## config.mk

```make
export PLATFORM = sky130hd
export DESIGN_NAME = nsr_vec_seq
export DESIGN_NICKNAME = d
export VERILOG_FILES = /design/src/rtl/nsr_vec_seq.sv
export SDC_FILE = /design/constraint.sdc
export NUM_CORES = 1
export LEC_CHECK = 0
export CAP_MARGIN = 20
export CORE_MARGIN = 4
export CORE_UTILIZATION = 29
export CTS_CLUSTER_DIAMETER = 30
export DETAILED_ROUTE_END_ITERATION = 10
export PLACE_DENSITY_LB_ADDON = 0.08
export SYNTH_ARGS = -nofsm -noshare
export SYNTH_HDL_FRONTEND = slang
export SYNTH_SLANG_ARGS = --single-unit
```

## constraint.sdc

```tcl
create_clock -name clk -period 2.15 [get_ports clk]
set_input_delay 0.3225 -clock clk [delete_from_list [all_inputs] [get_ports clk]]
set_output_delay 0.3225 -clock clk [all_outputs]
set_load 0.01 [all_outputs]
```

## src/rtl/nsr_vec_seq.sv

```systemverilog
// Vector access sequencer for the 32-entry neuron state register file.
// Expands one VL=1/4/16 request into single-element NSR reads or writes, one per handshake beat.
module nsr_vec_seq #(
  parameter int ADDR_W = 5,
  parameter int DATA_W = 32
) (
  input  logic              clk,
  input  logic              rst_n,
  input  logic              req_valid,
  output logic              req_ready,
  input  logic              req_wr,
  input  logic [1:0]        req_vl,
  input  logic [ADDR_W-1:0] req_base,
  input  logic              wdata_valid,
  output logic              wdata_ready,
  input  logic [DATA_W-1:0] wdata,
  output logic              rdata_valid,
  input  logic              rdata_ready,
  output logic [DATA_W-1:0] rdata,
  output logic              nsr_we,
  output logic [ADDR_W-1:0] nsr_wa,
  output logic [DATA_W-1:0] nsr_wd,
  output logic [ADDR_W-1:0] nsr_ra,
  input  logic [DATA_W-1:0] nsr_rd,
  output logic              busy,
  output logic              done,
  output logic              err_vl
);

  typedef enum logic [1:0] {
    IDLE = 2'd0,
    WR   = 2'd1,
    RD   = 2'd2
  } state_t;

  state_t            state_r;
  logic [3:0]        idx_r;
  logic [ADDR_W-1:0] base_r;
  logic [4:0]        len_r;
  logic              done_r;
  logic              err_vl_r;

  logic [ADDR_W-1:0] addr_s;
  logic              beat_s;
  logic              last_s;

  // Element count for a VL code; the reserved code maps to zero elements.
  function automatic logic [4:0] vl_len(input logic [1:0] vl);
    logic [4:0] len;
    case (vl)
      2'b00:   len = 5'd1;
      2'b01:   len = 5'd4;
      2'b10:   len = 5'd16;
      default: len = 5'd0;
    endcase
    return len;
  endfunction

  // Element address, handshake beat and last-beat detection.
  always_comb begin
    addr_s = base_r + ADDR_W'(idx_r);
    beat_s = 1'b0;
    if (state_r == WR) begin
      beat_s = wdata_valid;
    end else if (state_r == RD) begin
      beat_s = rdata_ready;
    end else begin
      beat_s = 1'b0;
    end
    last_s = ({1'b0, idx_r} == (len_r - 5'd1));
  end

  // Handshake and NSR port are combinational from state so elements move with zero added latency.
  assign req_ready   = (state_r == IDLE);
  assign busy        = (state_r != IDLE);
  assign wdata_ready = (state_r == WR);
  assign rdata_valid = (state_r == RD);
  assign rdata       = nsr_rd;
  assign nsr_we      = (state_r == WR) && wdata_valid;
  assign nsr_wa      = addr_s;
  assign nsr_wd      = wdata;
  assign nsr_ra      = addr_s;
  assign done        = done_r;
  assign err_vl      = err_vl_r;

  // Sequencer state, element counter and the one-cycle status pulses.
  always_ff @(posedge clk or negedge rst_n) begin
    if (!rst_n) begin
      state_r  <= IDLE;
      idx_r    <= 4'd0;
      base_r   <= '0;
      len_r    <= 5'd0;
      done_r   <= 1'b0;
      err_vl_r <= 1'b0;
    end else begin
      done_r   <= 1'b0;
      err_vl_r <= 1'b0;
      case (state_r)
        IDLE: begin
          if (req_valid) begin
            base_r <= req_base;
            len_r  <= vl_len(req_vl);
            idx_r  <= 4'd0;
            // Reserved VL is consumed without touching the NSR.
            if (req_vl == 2'b11) begin
              err_vl_r <= 1'b1;
            end else if (req_wr) begin
              state_r <= WR;
            end else begin
              state_r <= RD;
            end
          end
        end
        WR, RD: begin
          if (beat_s) begin
            idx_r <= idx_r + 4'd1;
            if (last_s) begin
              state_r <= IDLE;
              done_r  <= 1'b1;
            end
          end
        end
        default: state_r <= IDLE;
      endcase
    end
  end

endmodule
```

==> flow_summary.toml, run 1 <==
[drt]
firstDrtPassIters = 3
drt_iter0_drc = 10
drc = 0
routed_wl_mm = 2.79
avgRoutedWirePerCell_um = 13.5
ant_nets = 0
via_per_inst = 4.29
dr_total_vias = 889

[timing]
worst_pin_slew_ps = 360
drv_slew = 0
worst_slack_ps = 107
whs_ps = 389
finalSetupViolCount = 0
hold_violations = 0
min_period_ps = 2040
setup-tns-final_ps = 0
slew-limit-headroom_pct = 76.0
finClkSkew_ps = 2.96
rsz0062_at_grt = "true"
min_period_over_period_pct = 95.0
max_freq_ghz = 0.490

[setup_path]
worst_setup_path_end_kind = "output pin"
critPathMaxFanout = 2
crit_path_end = "nsr_ra[4]"
crit_type = "reg -> out"
start_kind = "flip-flop"
rrSetupSlack_ps = 380
timing.rr.end = "idx_r[2]$_DFFE_PN0P_"
startpoint = "idx_r[0]$_DFFE_PN0P_"
crit_arrival_ps = 1720
r2r-start = "state_r[0]$_DFFE_PN0P_"
worstRegToRegCells = 6
required_ps = 1830

[clock_network]
numClockSinks = 16
htree_levels = 1
cts_made_buffers = 3
cts_root_buffer = "clkbuf_8"
hold_buffers = 0
cts_setup_buffers = 0
worstSkewPairLatency_ps = 250
clockBufferDepth = 2
cts.clk_slew.worst_paths_ps = 70
cts_tree = "done"

[power_and_ir_drop]
internal-power_mw = 1.28
switching_share_pct = 40.4
power_density_nw_per_um2 = 1460
power.share.clock_pct = 12.6
seqPwrFrac_pct = 22.6
leakage_nw = 0.693
peakVddDrop_uv = 448
p_comb_share_pct = 64.8
p_sw_mw = 0.866

[floorplan]
rows = 26
die_w_um = 80.2
fp.dieH_um = 80.2
coreArea_um2 = 5070
initial_core_util_pct = 29.8
die_area_um2 = 6440
ios = 158

[placement]
gp_congestion = 0.682
place_ws_ps = -141
place_area_um2 = 1430
numPortBuffers = 29
hpwlAfterDp_mm = 2.23

[yosys]
postSynthAreaPerCell_um2 = 9.11
yosysTopAreaCell = "buf_4"
yosysUniqueCellTypes = 30
ys_ff_latch = 16
netlist.area_leader.share_pct = 34.2
synthTopCellsByArea = "buf_4 34%, dfrtp_1 26%, ha_1 7.4%, mux2_2 3.7%, inv_1 3.0%"
synthesis.area_um2 = 1510
yosysWarnings = 0
synth_edf_count = 0
synthFlopType = "dfrtp_1"
synth_nets = 253
seq_area_frac_synth_pct = 26.5
async_flop_share_pct = 100
synthCells = 166

[finish]
final_common_cell = "clkdlybuf4s50_1"
final_cell_mix = "21 x clkdlybuf4s50_1, 16 x dfrtp_1, 10 x inv_1"
final_area_um2 = 1470
synthToLayoutAreaGrowth_pct = -2.89
fin_nets = 225
drive_gt1_share_pct = 27.7
n_antenna_cell = 0
finish.utilization_pct = 28.9

[global_routing]
gr-usage-all-layers_pct = 9.46
grt_overflow = 0
grt_pass1_vias = 1028
antenna_found_initial = 0
grt_pass1_wl_mm = 4.77
grt_max_degree = 17

[status]
status = "finished clean"

[run]
cap_violations = 0

[hold_path]
hp-class = "in -> async"
-- cell type report --
cell class / count / area [µm²]
well taps: 70 / 87.6
clock buffers: 4 / 55.1
flip-flops and latches: 16 / 400
multi-input cells: 67 / 556
fillers: 566 / 3610
inverters: 12 / 45.0
repair buffers: 38 / 325
-- cells in the mapped netlist, drive strengths merged, types with 2 or more instances --
| library cell | n |
|---|---|
| a21o | 3 |
| a21oi | 3 |
| buf | 71 |
| dfrtp | 16 |
| ha | 9 |
| inv | 12 |
| mux2 | 5 |
| mux2i | 4 |
| nand2 | 9 |
| nand2b | 4 |
| nand3 | 3 |
| nor2 | 4 |
| o21ai | 5 |
| or2 | 2 |
| xnor2 | 3 |
-- flip-flops by register name, summed over array words and instances, names as in the netlist --
register / count
done: 1
idx_r: 4
state_r: 2
err_vl: 1
len_r: 3
base_r: 5
-- logic make-up (layout without fill, tap and decap cells) --
family | Yosys count | in the layout | share of synthesized area [%]
buf+inv | 83 | 54 | 37.9
simple gates | 26 | 26 | 8.69
compound gates | 18 | 18 | 9.51
flops | 16 | 16 | 26.5
fa+ha+maj | 10 | 10 | 8.77
mux | 9 | 9 | 6.37
xor+xnor | 4 | 4 | 2.32
-- worst min path at each step --
stage / endpoint / cells past startpoint
3_5_place_dp: len_r[2]$_DFFE_PN0P_ / 2
6_report: len_r[4]$_DFFE_PN0P_ / 2
5_1_grt: len_r[4]$_DFFE_PN0P_ / 2
2_1_floorplan: base_r[0]$_DFFE_PN0P_ / 0
4_1_cts: state_r[1]$_DFFE_PN0P_ / 2
3_3_place_gp: len_r[2]$_DFFE_PN0P_ / 2
-- routing by layer --
metal	GRT usage, %	up-vias	wire length [µm]	share of wire [%]
met5	0	-	0	0
met4	5.91	0	97	3.5
met3	5.61	19	339	12
met2	14.7	75	1270	45
met1	9.60	387	1090	39
li1	-	408	-	-
-- metrics by stage --
stage | cells | power [mW]
detailed placement | 203 | 2.01
CTS | 207 | 2.19
finish | 207 | 2.14
global route | 207 | 2.37
global placement | 203 | 2.00
floorplan | 166 | 1.56
-- repair_timing --
item | CTS | global route
resized for setup | 17 | 11
pin swaps | 1 | 3
endpoints found under the setup margin | 8 | 6
-- worst max-delay path, stage by stage (launching register included) --
cell,delay [ps]
dfrtp_1,350
ha_2,190
inv_2,40
fa_2,340
inv_2,50
a21o_1,110
a21oi_2,60
xnor2_1,160
buf_2,160
-- power groups by stage --
stage	sequential (mW)	clock, mW	combinational, mW
3_5_place_dp	0.490	0	1.52
3_3_place_gp	0.485	0	1.52
2_1_floorplan	0.488	0	1.07
4_1_cts	0.485	0.285	1.42
5_1_grt	0.504	0.301	1.57
6_report	0.484	0.270	1.39
Power figures use the tool's default switching activity.
==> run 2: changes to the inputs <==
GPL_TIMING_DRIVEN = 0   (was not set)
PLACE_DENSITY_LB_ADDON = 0.2   (was 0.08)
==> run 2 against run 1 <==
  * The flow now finishes with violations (setup timing)
  * Non-clock buffer count increased by 129
  * Global-route usage is 2.3 points higher
  * Sequential share of layout area shrank 12 points
  * Count of clock-buffer cells in the layout is the same
  * Sequential cell count unchanged
  * Critical endpoint is now nsr_wa[4]
  * Fmax fell by 5.6%
  * First-iteration DRC count increased to 4.0 times the previous value
==> flow_summary.toml, run 2 (synthesis gave the netlist of run 1 again) <==
[timing]
hold_violations = 0
worst_pin_slew_ps = 757
finalSetupViolCount = 1
finClkSkew_ps = 3.91
drv_slew = 0
max_freq_ghz = 0.462
min_period_ps = 2160
slew-limit-headroom_pct = 49.4
min_period_over_period_pct = 101
worst_slack_ps = -13.0
rsz0062_at_grt = "true"

[finish]
drive_gt1_share_pct = 39.8
largest_register_ffs = 5
final_common_cell = "clkdlybuf4s50_1"
n_antenna_cell = 0
fin_nets = 354
multi_input_area_um2 = 577
final_cell_mix = "85 x clkdlybuf4s50_1, 73 x buf_4, 14 x dfrtp_1"
stdcell_count = 336
largestRegisters = "base_r: 5 flops, idx_r: 4 flops, len_r: 3 flops"
final_area_um2 = 2630
area.sequential_um2 = 403
synthToLayoutAreaGrowth_pct = 73.9
fillers = 497
regMostFlops = "base_r"

[placement]
place_area_um2 = 2530
hpwlAfterDp_mm = 3.40
place_ws_ps = -395
numPortBuffers = 93
gp_congestion = 0.730
place_inst = 329

[hold_path]
hold_depth = 2
hp-class = "reg -> reg"
min_from = "len_r[2]$_DFFE_PN0P_"

[power_and_ir_drop]
switching_share_pct = 38.5
p_sw_mw = 0.996
power_density_nw_per_um2 = 985
p_comb_share_pct = 70.0
internal-power_mw = 1.59
power.share.clock_pct = 10.5
peakVddDrop_uv = 1010
seqPwrFrac_pct = 19.5
leakage_nw = 1.26

[global_routing]
gr-usage-all-layers_pct = 11.8
antenna_found_initial = 0
grt_overflow = 0
grt_pass1_vias = 1389
grt_pass1_wl_mm = 6.10
grt_max_degree = 17

[drt]
routed_wl_mm = 3.97
drt_iter0_drc = 40
ant_nets = 0
dr_total_vias = 1362
drc = 0
avgRoutedWirePerCell_um = 11.8
firstDrtPassIters = 4
via_per_inst = 4.05

[setup_path]
start_kind = "flip-flop"
r2r-start = "state_r[0]$_DFFE_PN0P_"
crit_arrival_ps = 1840
path_cells = "ha_1, a21o_1, a21oi_2, xnor2_2, buf_4, buf_6"
crit_type = "reg -> out"
slowest_stage = "dfrtp_1"
worst_setup_path_end_kind = "output pin"
worstRegToRegCells = 7
slowest_delay_ps = 450
required_ps = 1830
startpoint = "idx_r[2]$_DFFE_PN0P_"
critPathMaxFanout = 5

[floorplan]
die_area_um2 = 6440
die_w_um = 80.2
rows = 26
fp.dieH_um = 80.2
ios = 158
initial_core_util_pct = 29.8
coreArea_um2 = 5070

[clock_network]
hold_buffers = 0
htree_levels = 1
numClockSinks = 16
cts_made_buffers = 3
cts.clk_slew.worst_paths_ps = 70
cts_tree = "done"
cts_root_buffer = "clkbuf_8"
worstSkewPairLatency_ps = 250
clockBufferDepth = 2

[status]
status = "finished, violations left"
violations = "setup timing"

[run]
cap_violations = 0
-- run 2: layer usage --
| metal | global-route usage [%] | part of all wire [%] | up-vias |
|---|---|---|---|
| met5 | 0 | 0 | - |
| li1 | - | - | 666 |
| met3 | 6.17 | 16 | 4 |
| met4 | 2.53 | 0.71 | 0 |
| met1 | 13.4 | 37 | 595 |
| met2 | 19.5 | 46 | 97 |
-- run 2: cell type report --
cell class              count  area share, %
repair buffers             96           35.5
multi-input cells          67           21.9
plain buffers              71           20.1
flip-flops and latches     16           15.3
well taps                  70           3.33
clock buffers               4           2.09
inverters                  12           1.71
-- run 2: final timing paths --
path / end / slack [ps]
max: nsr_wa[4] / -10
min: len_r[2]$_DFFE_PN0P_ / 490
max reg2reg: idx_r[2]$_DFFE_PN0P_ / 370
min reg2reg: len_r[2]$_DFFE_PN0P_ / 490
max in group asynchronous: idx_r[0]$_DFFE_PN0P_ / 1110
min in group asynchronous: idx_r[2]$_DFFE_PN0P_ / 510
-- run 2: through the flow --
step	TNS, ps	hold slack (ps)	power (mW)	util, %
floorplan	0	26.9	1.56	-
global placement	-1050	467	2.31	49.9
detailed placement	-1100	478	2.33	49.9
CTS	-110	495	2.61	51.8
global route	-233	538	2.82	51.8
finish	-13.0	488	2.59	51.8
-- run 2: repair_timing --
| item | in CTS | in global routing |
|---|---|---|
| pin swaps | 6 | 4 |
| resized for setup | 28 | 5 |
| setup buffers | 3 | 0 |
| setup endpoints to repair | 8 | 6 |
| gates cloned | 0 | 0 |
-- run 2: worst max-delay path: cells and delay by family, from the launching register on --
| family | cells | cell delay (ps) |
|---|---|---|
| flip-flops | 1 | 450 |
| buffers and inverters | 2 | 220 |
| AO/OA/AOI/OAI | 2 | 390 |
| XOR/XNOR | 1 | 140 |
| adder cells (fa/ha/maj) | 1 | 390 |
-- run 2: power by group through the flow --
| stage | clock network, mW | registers [mW] | logic [mW] |
|---|---|---|---|
| final | 0.273 | 0.505 | 1.81 |
| after global routing | 0.302 | 0.523 | 1.99 |
| after CTS | 0.285 | 0.501 | 1.83 |
| after detailed placement | 0 | 0.513 | 1.81 |
| after global placement | 0 | 0.510 | 1.80 |
| after floorplan | 0 | 0.488 | 1.07 |
